## src/rtl/argmax_top2_pkg.sv

```systemverilog
// Shared constants for the classifier back end: default score width, class count,
// most-negative score sentinel and the argmax FSM state encoding.
package argmax_top2_pkg;

  localparam int WD_DEF     = 16;
  localparam int NCLASS_DEF = 10;
  localparam logic signed [WD_DEF-1:0] MOST_NEG_DEF = {1'b1, {(WD_DEF-1){1'b0}}};

  typedef enum logic [1:0] {
    ST_IDLE = 2'd0,
    ST_ACC  = 2'd1,
    ST_FIN  = 2'd2
  } state_e;

endpackage

```

## src/rtl/argmax_top2_insert.sv

```systemverilog
// Combinational compare-insert of (q, idx) into the sorted pair {top1, top2}.
// Empty slots (v=0) always accept, so equal sentinel-valued scores still fill both.
module top2_insert #(
  parameter int WD = 16,
  parameter int IW = 4
) (
  input  logic signed [WD-1:0] i_q,
  input  logic        [IW-1:0] i_idx,
  input  logic                 i_v1,
  input  logic signed [WD-1:0] i_top1_val,
  input  logic        [IW-1:0] i_top1_idx,
  input  logic                 i_v2,
  input  logic signed [WD-1:0] i_top2_val,
  input  logic        [IW-1:0] i_top2_idx,
  output logic                 o_v1,
  output logic signed [WD-1:0] o_top1_val,
  output logic        [IW-1:0] o_top1_idx,
  output logic                 o_v2,
  output logic signed [WD-1:0] o_top2_val,
  output logic        [IW-1:0] o_top2_idx
);

  // Strict compares keep the earliest index on ties.
  always_comb begin
    o_v1       = i_v1;
    o_top1_val = i_top1_val;
    o_top1_idx = i_top1_idx;
    o_v2       = i_v2;
    o_top2_val = i_top2_val;
    o_top2_idx = i_top2_idx;
    if (!i_v1 || (i_q > i_top1_val)) begin
      o_v2       = i_v1;
      o_top2_val = i_top1_val;
      o_top2_idx = i_top1_idx;
      o_v1       = 1'b1;
      o_top1_val = i_q;
      o_top1_idx = i_idx;
    end else if (!i_v2 || (i_q > i_top2_val)) begin
      o_v2       = 1'b1;
      o_top2_val = i_q;
      o_top2_idx = i_idx;
    end else begin
      o_v1 = i_v1;
    end
  end

endmodule

```

## src/rtl/argmax_top2.sv

```systemverilog
// Top-2 argmax over a stream of NCLASS signed scores with busy/valid handshake,
// registered confidence margin and sticky protocol-error flag.
module argmax_top2
  import argmax_top2_pkg::*;
#(
  parameter int WD     = WD_DEF,
  parameter int NCLASS = NCLASS_DEF,
  localparam int IW    = $clog2(NCLASS)
) (
  input  logic                 clk,
  input  logic                 rst_n,
  input  logic                 start,
  input  logic signed [WD-1:0] q,
  input  logic                 q_en,
  output logic        [IW-1:0] top1_idx,
  output logic        [IW-1:0] top2_idx,
  output logic signed [WD-1:0] top1_val,
  output logic signed [WD-1:0] top2_val,
  output logic        [WD:0]   margin,
  output logic                 busy,
  output logic                 valid,
  output logic                 err
);

  localparam logic signed [WD-1:0] MOST_NEG = {1'b1, {(WD-1){1'b0}}};

  state_e                r_state;
  state_e                w_next;
  logic        [IW-1:0]  r_cnt;
  logic                  r_v1, r_v2;
  logic signed [WD-1:0]  r_top1_val, r_top2_val;
  logic        [IW-1:0]  r_top1_idx, r_top2_idx;
  logic        [WD:0]    r_margin;
  logic                  r_valid, r_err;
  logic                  w_busy, w_take, w_fin, w_last;
  logic                  w_n_v1, w_n_v2;
  logic signed [WD-1:0]  w_n_top1_val, w_n_top2_val;
  logic        [IW-1:0]  w_n_top1_idx, w_n_top2_idx;

  top2_insert #(.WD(WD), .IW(IW)) u_insert (
    .i_q        (q),
    .i_idx      (r_cnt),
    .i_v1       (r_v1),
    .i_top1_val (r_top1_val),
    .i_top1_idx (r_top1_idx),
    .i_v2       (r_v2),
    .i_top2_val (r_top2_val),
    .i_top2_idx (r_top2_idx),
    .o_v1       (w_n_v1),
    .o_top1_val (w_n_top1_val),
    .o_top1_idx (w_n_top1_idx),
    .o_v2       (w_n_v2),
    .o_top2_val (w_n_top2_val),
    .o_top2_idx (w_n_top2_idx)
  );

  // State register.
  always_ff @(posedge clk or negedge rst_n) begin
    if (!rst_n) begin
      r_state <= ST_IDLE;
    end else begin
      r_state <= w_next;
    end
  end

  // Next-state logic; start restarts from any state.
  always_comb begin
    w_next = r_state;
    if (start) begin
      w_next = ST_ACC;
    end else begin
      case (r_state)
        ST_IDLE: w_next = ST_IDLE;
        ST_ACC:  w_next = w_last ? ST_FIN : ST_ACC;
        ST_FIN:  w_next = ST_IDLE;
        default: w_next = ST_IDLE;
      endcase
    end
  end

  // State decode; start always wins over a coincident sample.
  always_comb begin
    w_busy = (r_state == ST_ACC);
    w_take = w_busy && q_en && !start;
    w_last = w_take && (r_cnt == IW'(NCLASS - 1));
    w_fin  = (r_state == ST_FIN) && !start;
  end

  // Tracking registers, margin, valid pulse and sticky error.
  always_ff @(posedge clk or negedge rst_n) begin
    if (!rst_n) begin
      r_cnt      <= '0;
      r_v1       <= 1'b0;
      r_v2       <= 1'b0;
      r_top1_val <= '0;
      r_top2_val <= '0;
      r_top1_idx <= '0;
      r_top2_idx <= '0;
      r_margin   <= '0;
      r_valid    <= 1'b0;
      r_err      <= 1'b0;
    end else if (start) begin
      r_cnt      <= '0;
      r_v1       <= 1'b0;
      r_v2       <= 1'b0;
      r_top1_val <= MOST_NEG;
      r_top2_val <= MOST_NEG;
      r_top1_idx <= '0;
      r_top2_idx <= '0;
      r_margin   <= '0;
      r_valid    <= 1'b0;
      r_err      <= 1'b0;
    end else begin
      r_valid <= w_fin;
      if (w_take) begin
        r_v1       <= w_n_v1;
        r_v2       <= w_n_v2;
        r_top1_val <= w_n_top1_val;
        r_top2_val <= w_n_top2_val;
        r_top1_idx <= w_n_top1_idx;
        r_top2_idx <= w_n_top2_idx;
        if (!w_last) begin
          r_cnt <= r_cnt + 1'b1;
        end
      end
      if (w_fin) begin
        r_margin <= {r_top1_val[WD-1], r_top1_val} - {r_top2_val[WD-1], r_top2_val};
      end
      if (q_en && !w_busy) begin
        r_err <= 1'b1;
      end
    end
  end

  assign top1_idx = r_top1_idx;
  assign top2_idx = r_top2_idx;
  assign top1_val = r_top1_val;
  assign top2_val = r_top2_val;
  assign margin   = r_margin;
  assign busy     = w_busy;
  assign valid    = r_valid;
  assign err      = r_err;

endmodule

```

## config.mk

```make
export PLATFORM = sky130hd
export DESIGN_NAME = argmax_top2
export DESIGN_NICKNAME = d
export VERILOG_FILES = /design/src/rtl/argmax_top2_pkg.sv /design/src/rtl/argmax_top2_insert.sv /design/src/rtl/argmax_top2.sv
export SDC_FILE = /design/constraint.sdc
export NUM_CORES = 1
export LEC_CHECK = 0
export BUFFER_PORTS_ARGS = -buffer_cell sky130_fd_sc_hd__buf_4
export CAP_MARGIN = 20
export CORE_UTILIZATION = 33
export CTS_CLUSTER_DIAMETER = 200
export DETAILED_ROUTE_END_ITERATION = 10
export GPL_TIMING_DRIVEN = 1
export PLACE_DENSITY = 0.58
export REMOVE_ABC_BUFFERS = 1
export SLEW_MARGIN = 20
export SYNTH_ARGS = -nofsm -noshare
export SYNTH_HDL_FRONTEND = slang
export SYNTH_SLANG_ARGS = --single-unit
```

## constraint.sdc

```tcl
create_clock -name clk -period 2.75 [get_ports clk]
set_input_delay 0.275 -clock clk [delete_from_list [all_inputs] [get_ports clk]]
set_output_delay 0.275 -clock clk [all_outputs]
set_load 0.005 [all_outputs]
```

### Yosys cells after proc, flatten, opt, wreduce, memory -nomap -nowiden

Cells that the tools add are included.

| operators by class | value |
|---|---|
| $add $sub $neg | 2 |
| magnitude comparators | 2 |
| eq/ne operators | 4 |
| multiplexer cells | 32 |
| reductions and logical operators | 19 |

Operator list:

| cell | count |
|---|---|
| $mux 16 | 7 |
| $mux 4 | 10 |
| $mux 17 | 2 |
| $gt 16x16->1 | 2 |
| $sub 16x16->17 | 1 |
| $mux 1 | 10 |
| $reduce_bool 2->1 | 4 |
| $mux 2 | 3 |
| $reduce_and 2->1 | 3 |
| $logic_and 1x1->1 | 5 |
| $add 4x1->4 const B | 1 |
| $eq 4x4->1 const B | 1 |
| $logic_not 1->1 | 4 |
| $reduce_bool 3->1 | 1 |
| $eq 2x1->1 const B | 1 |
| $eq 2x2->1 const B | 1 |
| $logic_or 1x1->1 | 2 |
| $ne 2x2->1 const B | 1 |

| word-level totals | value |
|---|---|
| register bits | 67 |
| input port bits | 20 |
| output and inout bits | 60 |
| logic and storage cells | 70 |

### Longest topological paths before layout

Gate-level depths: netlist (run 1).

| depth | value |
|---|---|
| depth after elaboration | 7 |
| gate-level depth with buffers | 11 |
| gate-level depth less buffers | 11 |

### By module

A second synthesis (run 1) with hierarchy kept.

| unflattened totals | value |
|---|---|
| cells, all modules | 573 |
| area total of the unflattened synthesis | 5139.9 um^2 |

Modules (own cells, without submodules):

| module | times used | cells each | area an instance (um^2) | seq. area each (um^2) |
|---|---|---|---|---|
| argmax_top2 | 1 | 321 | 3363.2 | 1676.6 |
| top2_insert | 1 | 252 | 1776.7 | 0.0 |

### Worst setup path before layout (run 1)

Ideal clock, no wire load.

| timing | value |
|---|---|
| kind | reg-to-reg |
| start | reg r_top1_val[0], in the netlist top1_val[0] |
| end | reg r_margin[14], in the netlist margin[14] |
| setup time | 0.122 ns |
| data arrival time | 2.810 ns |
| required time | 2.628 ns |
| setup slack | -0.181 ns |
| cell stages (with the launch flop) | 12 |
| buffers on the path | 0 |
| period minus slack after synthesis | 2.931 ns |
| path through | dfrtp_1 -> inv_1 -> ha_1 -> inv_1 -> fa_1 -> a21o_1 -> a21o_1 -> a2111oi_4 -> nor4_2 -> o311a_1 -> or3_1 -> a32o_1 |

| on the way | value |
|---|---|
| cells in the longest elaborated chain, start to end | 3 |

Ends and longest elaborated chain:

| element | line | source |
|---|---|---|
| from (decl) | argmax_top2.sv:31 | `logic signed [WD-1:0] r_top1_val, r_top2_val;` |
| from (signal assigned) | argmax_top2.sv:118 | `r_top1_val <= w_n_top1_val;` |
| $sub 16x16->17 | argmax_top2.sv:127 | `r_margin <= {r_top1_val[WD-1], r_top1_val} - {r_top2_val[WD-1], r_top2_val};` |
| $mux 17 | argmax_top2.sv:126 | `if (w_fin) begin` |
| $mux 17 | argmax_top2.sv:102 | `end else if (start) begin` |
| to (signal assigned) | argmax_top2.sv:127 |  |
| to (decl) | argmax_top2.sv:33 | `logic [WD:0] r_margin;` |

No other way between the ends. The select of a mux whose other input is x is not followed.
A chain may end at the register's enable or synchronous reset.

### Final worst setup path (run 1)

| timing | value |
|---|---|
| start | reg r_top1_val[1], in the netlist top1_val[1] |
| end | reg r_top1_val[0], in the netlist top1_val[0] |

| on the way | value |
|---|---|
| cells in the longest elaborated chain, start to end | 4 |

Ends and longest elaborated chain:

| element | line | source |
|---|---|---|
| $gt 16x16->1 | argmax_top2_insert.sv:31 | `if (!i_v1 \|\| (i_q > i_top1_val)) begin` |
| $logic_or 1x1->1 | argmax_top2_insert.sv:31 |  |
| $reduce_bool 2->1 (no source line) | - |  |
| $reduce_and 2->1 (no source line) | - |  |

No other way between the ends.

==> qor.txt, run 1 <==
Status: finished with violations
Failing checks: setup timing
Worst Hold Slack: 0.0666 ns
Core footprint: 12700 um^2
EDFF count, synth: 0
Fmax: 0.362 GHz
Req. time, crit path: 2.95 ns
Multi-input gate area: 2580 um^2
Post-Route WL: 13500 um
PortBufs: 79
Width of the die: 117 um
First-pass iteration count of the detailed router: 4
H-tree levels: 3
Maximum vdd drop: 261 uV
Post-Syn Area: 4350 um^2
Synth async-reset ratio: 100%
DR vias/cell: 5.22
DR WL met3: 630 um
First-pass GRT wire length: 20900 um
Max-Cap Viols: 0
Placed cells: 769
Final setup fails: 5
Die Y: 117 um
Layout Cells excl Fill: 792
Slew @ Worst Pin: 0.889 ns
Total track usage: 20.4%
Synth warn: 0
Die ar.: 13700 um^2
Max-slew headroom: 40.7%
Gate Count Post-Synth: 471
Pwr dens: 500 nW/um^2
Critical path data arrival time: 2.96 ns
Worst Path Max Fanout: 8
Filler Cell Count: 1266
Area grow syn2layout: 40.7%
IO Pins: 80
CTS tree: built
Post-synthesis cell type count: 49
Seq. cell area: 1680 um^2
DRC viols: 0
GP Congestion: 0.889
CTS clk-pin slew, worst paths: 0.05 ns
Commonest non-fill, non-tap cell in the layout: buf_4
Setup TNS: -0.0151 ns
WL per Instance: 17.0 um
Fin. Hold Viols: 0
Top post-synthesis cells by area: dfrtp_1, ha_1, mux2i_1
DP Wirelength: 9990 um
Largest net degree at the start of global routing: 68
Seq/Total Area, Yosys: 38.5%
Congestion Overflow GR: 0
Final worst slack: -0.0123 ns
ANT cells: 0
Via count: 4138
Cell taking the most area after synthesis: dfrtp_1
Vias in the first global route: 4083
Clock Skew: 0.00347 ns
Post-layout nets: 686
Initial drt markers: 224
Wl on met1: 6290 um
CTS Buffer Depth: 2
Clock period minus worst slack: 2.76 ns
Met2 routed WL: 6360 um
Clock sinks: 67
Root Buffer: clkbuf_16
Leakage power: 0.00295 uW
Remaining antenna violation count: 0
Cts bufs inserted: 9
Synth top area share: 38.5%
Final worst-path cycle share: 100%
Primary FF master, synth: dfrtp_1
Initial antenna violation count: 0
Worst Hold Class: primary input to asynchronous set/reset pin
CTS Hold Bufs: 0
Synth Area per Inst: 9.24 um^2
Share of cells above drive strength 1: 30.5%
Num rows: 41
CP Launch Type: flop
RSZ-0062 raised after global routing: true
Most frequent cells in the layout: buf_4, dfrtp_1, inv_1
WS Path Type: flop to flop
Starting Density: 34.2%
Fin. max-slew vios: 0
Yosys reg bits: 67
Clk_lat worst skew: 0.33 ns
Top Layer Used: met4
Critical path endpoint category: flop
## final timing paths
path | from | to | slack [ns] | cells after the start
max in group asynchronous | rst_n | r_v2$_DFFE_PN0P_ | 2.10 | 1
worst max-delay path | top1_val[1]$_DFFE_PN0P_ | top1_val[0]$_DFFE_PN0P_ | -0.01 | 11
worst max register to register | top1_val[1]$_DFFE_PN0P_ | top1_val[0]$_DFFE_PN0P_ | -0.01 | 11
min in group clk | q_en | err$_DFFE_PN0P_ | 0.21 | 3
worst min-delay path | rst_n | margin[5]$_DFFE_PN0P_ | 0.07 | 1
worst min register to register | margin[5]$_DFFE_PN0P_ | margin[5]$_DFFE_PN0P_ | 0.48 | 1
## layer usage
metal | GRT usage [%] | up-vias
met5 | 0 | -
met2 | 33.2 | 109
met1 | 27.4 | 2011
met4 | 8.95 | 0
met3 | 2.47 | 18
li1 | - | 2000
## Yosys cell counts, types with 12 or more instances
master	instances
a21oi_1	25
clkbuf_1	17
dfrtp_1	67
ha_1	50
inv_1	51
mux2i_1	20
nand2_1	43
nand3_1	25
nand4_1	12
nor2_1	35
o21ai_0	18
o311ai_0	19
## report_power, final
| part | switching [uW] | leakage (uW) | total [uW] | internal [uW] |
|---|---|---|---|---|
| sequential | 28.7 | 0.000904 | 1050 | 1030 |
| clock | 418 | 0.000137 | 1080 | 657 |
| combinational | 502 | 0.00191 | 934 | 432 |
## state kept, by name, summed over array words and instances, names as in the netlist
signal	count
margin	17
top1_val	16
top2_val	16
r_cnt	4
top1_idx	4
top2_idx	4
r_state	2
err	1
r_v1	1
r_v2	1
valid	1
## through the flow
step / total power (uW) / setup slack, ns / instance area, um^2 / utilization, %
after floorplan: 1540 / -1.51 / 4280 / -
after global placement: 1910 / -0.141 / 5630 / 44.3
after detailed placement: 1930 / -0.211 / 5630 / 44.3
after CTS: 3040 / -0.000802 / 5950 / 46.7
after global routing: 3230 / -0.114 / 6120 / 48.1
final: 3060 / -0.0123 / 6120 / 48.1
## worst max-delay path, cell delays in order, from the launching register on
cell       delay, ns
dfrtp_1         0.40
inv_1           0.10
ha_4            0.20
nor2b_1         0.12
o211ai_1        0.29
a2111oi_4       0.13
o31a_1          0.33
buf_4           0.16
o31ai_4         0.32
buf_4           0.28
mux2i_1         0.22
nor2_1          0.07
## kinds of logic after synthesis
family	count (synthesis)	share of synthesized area [%]
XOR/XNOR	8	1.61
adder cells (fa/ha/maj)	51	14.8
AO/OA/AOI/OAI	114	19.1
multiplexers	20	4.60
AND/OR/NAND/NOR	141	15.3
buffers and inverters	70	6.09
flip-flops	67	38.5
## cell type report
type,count,share of cell area [%]
inverter,51,3.13
timing repair buffer,152,19.4
tap,172,3.51
sequential,67,27.4
clock buffer,14,4.31
multi-input combinational,334,42.1
clock inverter,2,0.163
## what timing repair did
action,in CTS,in global routing
gates resized for setup,8,32
cloned,0,1
pin swaps,4,5
buffers inserted,2,4
setup endpoints to repair,22,28
Power figures use the tool's default switching activity.
==> run 2: changes to the inputs <==
- CTS_CLUSTER_SIZE: unset -> 16
- PLACE_DENSITY: 0.58 -> 0.57
- SYNTH_HIERARCHICAL: unset -> 1
==> qor.txt, run 2 <==
Status: finished clean
Most frequent cells in the layout: buf_4, nand2_1, dfrtp_1
Primary FF master, synth: dfrtp_1
Maximum vdd drop: 263 uV
Width of the die: 127 um
Share of cells above drive strength 1: 26.8%
Most numerous cell in the Yosys netlist: nand2_1
R2R cell count: 10
DR vias/cell: 5.50
Synth top area share: 32.6%
Pwr dens: 455 nW/um^2
Setup TNS: 0 ns
Starting Density: 33.8%
Remaining antenna violation count: 0
R2R Path End: top2_val[14]$_DFFE_PN0P_
Post-Syn Area: 5140 um^2
RSZ-0062 raised after global routing: false
Clock period minus worst slack: 2.63 ns
CTS Buffer Depth: 2
CTS tree: built
Critical path data arrival time: 2.86 ns
DP Wirelength: 11400 um
Crit path from: top1_val[5]$_DFFE_PN0P_
Net Sw Frac: 31.3%
R2R Setup Slk: 0.12 ns
Commonest non-fill, non-tap cell in the layout: buf_4
Fin. max-slew vios: 0
Via count: 4704
CTS clk-pin slew, worst paths: 0.05 ns
Compound-Gate Fraction of Synth Area: 30.6%
Final worst slack: 0.123 ns
Xor and xnor area share after synthesis: 1.36%
Simple-gate share of the synthesized area: 13.8%
Worst Hold Slack: 0.0603 ns
DRC viols: 0
H-tree levels: 3
Post-layout util: 42.6%
Power Internal: 2020 uW
Leakage power: 0.00303 uW
Fmax: 0.381 GHz
Top post-synthesis cells by area: dfrtp_1, ha_1, a22o_1
IO Pins: 80
EDFF count, synth: 0
Initial antenna violation count: 0
Slew @ Worst Pin: 0.899 ns
Max-Cap Viols: 0
Core footprint: 15200 um^2
Die ar.: 16100 um^2
Fin. Hold Viols: 0
Final setup fails: 0
Congestion Overflow GR: 0
Worst Hold Class: primary input to asynchronous set/reset pin
Power, Total: 2950 uW
Post-layout nets: 735
First-pass GRT wire length: 24800 um
Commonest cells in the netlist: nand2_1, dfrtp_1, inv_1, ha_1, a22o_1
Main combinational cell family by area after synthesis: compound AO/OA/AOI/OAI gates
Clock Skew: 0.00698 ns
PortBufs: 79
Synth warn: 6
Post-synthesis cell type count: 61
Final worst-path cycle share: 95.5%
Total track usage: 20.0%
Area grow syn2layout: 26.1%
Max-slew headroom: 40.1%
Clk_lat worst skew: 0.35 ns
Clock share of power: 38.4%
Worst Path Max Fanout: 12
Synth async-reset ratio: 100%
Seq/Total Area, Yosys: 32.6%
R2r startpoint: top1_val[5]$_DFFE_PN0P_
CP Launch Type: flop
Gate power share: 26.0%
Sequential share of power: 35.6%
Net Sw Power: 923 uW
First-pass iteration count of the detailed router: 4
Root Buffer: clkbuf_16
Cell taking the most area after synthesis: dfrtp_1
CTS Hold Bufs: 0
Largest net degree at the start of global routing: 68
WL per Instance: 18.1 um
GP Congestion: 0.902
Vias in the first global route: 4672
Yosys reg bits: 67
Critical path endpoint category: flop
Clock sinks: 67
WS Path Type: flop to flop
Synthesized-area fraction occupied by adder cells: 12.6%
Gate Count Post-Synth: 573
Post-Route WL: 15500 um
Mux share of post-synthesis cell area: 0.195%
ANT cells: 0
Number of flip-flops in the largest register: 17
Synth Area per Inst: 8.97 um^2
Initial drt markers: 274
Num rows: 45
Die Y: 127 um
Cts bufs inserted: 9
Setup slack at placement: -0.0473 ns
Req. time, crit path: 2.98 ns
## run 2: changes by cell type after synthesis, sizes merged, moves of 14 or more
| cell | previous run | this run |
|---|---|---|
| nand2 | 43 | 84 |
| a22o | 3 | 42 |
| o21ai | 18 | 39 |
| o2111ai | 0 | 20 |
| mux2i | 20 | 1 |
| nand3 | 25 | 6 |
| o311ai | 19 | 0 |
| o221ai | 0 | 15 |
| buf | 2 | 16 |
## run 2: metal layers
| layer | vias up | track usage (%) | part of all wire (%) |
|---|---|---|---|
| li1 | 2286 | - | - |
| met4 | 0 | 9.66 | 2.9 |
| met2 | 126 | 32.8 | 48 |
| met1 | 2260 | 25.2 | 45 |
| met5 | - | 0 | 0 |
| met3 | 32 | 4.09 | 4.6 |
## run 2: final cells by class
cell class	instances	area [um^2]
well taps	188	235
clock inverters	3	40.0
repair buffers	120	955
multi-input cells	405	3100
clock buffers	12	236
inverters	61	234
flip-flops and latches	67	1680
fillers	1514	8720
## run 2: how the worst max path moves through the flow
stage / endpoint / slack [ns] / cells past startpoint
floorplan: top2_val[15]$_DFFE_PN0P_ / -0.68 / 10
global placement: top2_val[14]$_DFFE_PN0P_ / -0.06 / 10
detailed placement: top2_val[14]$_DFFE_PN0P_ / -0.05 / 10
CTS: top2_val[2]$_DFFE_PN0P_ / 0.04 / 10
global route: margin[14]$_DFFE_PN0P_ / 0.005 / 8
finish: top2_val[14]$_DFFE_PN0P_ / 0.12 / 10
## run 2: critical path, stage by stage, from the launching register on
cell and delay, ns:
dfrtp_1 0.42, inv_1 0.11, ha_1 0.31, nand4_1 0.15, nor4_4 0.37, o21ai_2 0.13, a32o_2 0.36, buf_4 0.21
o2111ai_1 0.11, o221ai_2 0.12, a22o_1 0.22
## run 2: through the flow
step / std cells / area [um^2]
floorplan: 533 / 4920
global placement: 840 / 6120
detailed placement: 840 / 6120
CTS: 856 / 6410
global route: 856 / 6480
finish: 856 / 6480
## run 2: repair_timing
item / in CTS / in global routing
pin swaps: 1 / 3
gates resized for setup: 1 / 8
cloned: 0 / 0
setup buffers: 1 / 0
endpoints found under the setup margin: 13 / 19
## run 2: cell families (layout without fill, tap and decap cells)
| kind of cell | after synthesis | count (layout) |
|---|---|---|
| AOI/OAI and AO/OA | 193 | 193 |
| and+or+nand+nor | 151 | 151 |
| buffers and inverters | 101 | 196 |
| DFF | 67 | 67 |
| adders and majority gates | 51 | 51 |
| xor gates and xnor gates | 8 | 8 |
| other | 1 | 1 |
| muxes | 1 | 1 |
## run 2: power groups by stage
| stage | registers (uW) | logic, uW | clock network (uW) |
|---|---|---|---|
| 4_1_cts | 1050 | 747 | 1150 |
| 6_report | 1050 | 767 | 1130 |
| 5_1_grt | 1050 | 845 | 1200 |
| 2_1_floorplan | 1070 | 438 | 0 |
| 3_5_place_dp | 1060 | 741 | 0 |
| 3_3_place_gp | 1060 | 727 | 0 |
==> run 3: changes to the inputs <==
- PLACE_DENSITY: 0.57 -> 0.56
- SYNTH_HIERARCHICAL: 1 -> unset
- clock period: 2.75 -> 3.27 ns (I/O delays scaled with it)
==> qor.txt, run 3 (same netlist as run 1, synthesis figures left out) <==
Status: finished clean
ANT cells: 0
Core footprint: 12700 um^2
Crit path buf inv count: 2
Fin. max-slew vios: 0
Die ar.: 13700 um^2
Power Internal: 1650 uW
Sequential share of power: 37.2%
CP top delay family: compound AO/OA/AOI/OAI gates
Final worst slack: 0.171 ns
Req. time, crit path: 3.50 ns
DP Wirelength: 9330 um
Width of the die: 117 um
Max-slew headroom: 38.3%
CTS Buffer Depth: 2
Worst Path Max Fanout: 5
Final setup fails: 0
CP Launch Type: flop
CP max stage cell: dfrtp_1
Post-route cell area: 5540 um^2
Gate power share: 26.8%
Root Buffer: clkbuf_16
Share of cells above drive strength 1: 20.8%
Routing usage on met2: 31.3%
Clk_lat worst skew: 0.34 ns
Number of flip-flops in the largest register: 17
WS Path Type: flop to flop
Die Y: 117 um
Largest net degree at the start of global routing: 68
Setup bufs post-CTS: 0
GP Congestion: 0.877
Post-layout nets: 634
Area grow syn2layout: 27.2%
Num rows: 41
Net Sw Frac: 31.4%
WL per Instance: 16.9 um
Clock period minus worst slack: 3.10 ns
CTS tree: built
CTS clk-pin slew, worst paths: 0.05 ns
Setup slack at placement: 0.138 ns
DRC viols: 0
Worst stage delay on the critical path: 0.42 ns
RSZ-0062 raised after global routing: false
Remaining antenna violation count: 0
Clock sinks: 67
Most frequent cells in the layout: buf_4, dfrtp_1, inv_1
Initial antenna violation count: 0
Starting Density: 34.2%
Crit path cell chain: inv_1 > ha_1 > inv_1 > fa_1 > a21o_1 > a21o_1 > a2111oi_4 > nor4_2 > o311a_1 > or3_1 > a32o_1
R2R cell count: 11
IO Pins: 80
H-tree levels: 3
Leakage power: 0.00264 uW
Cts bufs inserted: 9
Clock share of power: 36.0%
Crit path from: top1_val[0]$_DFFE_PN0P_
PortBufs: 79
Slew @ Worst Pin: 0.917 ns
Worst Hold Slack: 0.109 ns
DP Area: 5280 um^2
R2R Path End: margin[14]$_DFFE_PN0P_
Fin. Hold Viols: 0
Fmax: 0.323 GHz
R2R Setup Slk: 0.17 ns
# resized after CTS: 0
Grt met1 use: 26.2%
Post-Route WL: 12500 um
Commonest non-fill, non-tap cell in the layout: buf_4
Congestion Overflow GR: 0
Placed cells: 724
Net Sw Power: 755 uW
First-pass iteration count of the detailed router: 5
Clock Skew: 0.00555 ns
Worst Hold Class: primary input to asynchronous set/reset pin
Initial drt markers: 231
Final worst-path cycle share: 94.8%
Via count: 3876
R2r startpoint: top1_val[0]$_DFFE_PN0P_
DR vias/cell: 5.24
Met3 Resource Use GR: 5.05%
Layout Cells excl Fill: 740
Gr busiest metal: met2
Critical path data arrival time: 3.33 ns
First-pass GRT wire length: 20100 um
Vias in the first global route: 3842
Maximum vdd drop: 232 uV
Pwr dens: 434 nW/um^2
Max-Cap Viols: 0
Total track usage: 19.7%
Power, Total: 2400 uW
Critical path endpoint category: flop
==> run 3: area by class of cell <==
class                   count  area (um^2)
fillers                  1332         7180
repair buffers            100          763
flip-flops and latches     67         1680
inverters                  51          191
well taps                 172          215
clock inverters             3         15.0
multi-input cells         334         2440
clock buffers              13          240
==> run 3: worst register-to-register path, cell delays in order (launching register included) <==
cell and delay (ns):
dfrtp_1 0.42, inv_1 0.07, ha_1 0.19, inv_1 0.07
fa_1 0.40, a21o_1 0.17, a21o_1 0.24, a2111oi_4 0.39
nor4_2 0.11, o311a_1 0.37, or3_1 0.31, a32o_1 0.25
==> run 3: routing by layer <==
| metal | vias up | part of all wire (%) |
|---|---|---|
| met5 | - | 0 |
| li1 | 1904 | - |
| met3 | 14 | 5.3 |
| met1 | 1861 | 47 |
| met2 | 97 | 46 |
| met4 | 0 | 1.4 |
==> run 3: metrics by stage <==
| stage | util (%) | TNS, ns |
|---|---|---|
| floorplan | - | -22.68 |
| global placement | 41.5 | 0 |
| detailed placement | 41.5 | 0 |
| CTS | 43.5 | 0 |
| global route | 43.5 | 0 |
| finish | 43.5 | 0 |
==> run 3: power by group through the flow <==
stage                     Clock [uW]  Sequential, uW  Combinational, uW
after global placement             0             908                633
after global routing             913             899                721
after floorplan                    0             908                385
after CTS                        884             895                646
after detailed placement           0             909                644
final                            865             895                644
==> run 3: how the worst max path moves through the flow <==
stage                                           to  slack (ns)  depth (start not counted)
after floorplan           top1_val[15]$_DFFE_PN0P_       -0.99                          9
after global placement      margin[14]$_DFFE_PN0P_        0.20                         11
after detailed placement    margin[14]$_DFFE_PN0P_        0.14                         11
after CTS                   margin[14]$_DFFE_PN0P_        0.13                         11
after global routing        margin[14]$_DFFE_PN0P_        0.03                         11
final                       margin[14]$_DFFE_PN0P_        0.17                         11
==> run 3: timing repair <==
action	4_1_cts	5_1_grt
setup endpoints to repair	0	1
hold buffers	0	0
hold endpoints to repair	0	0
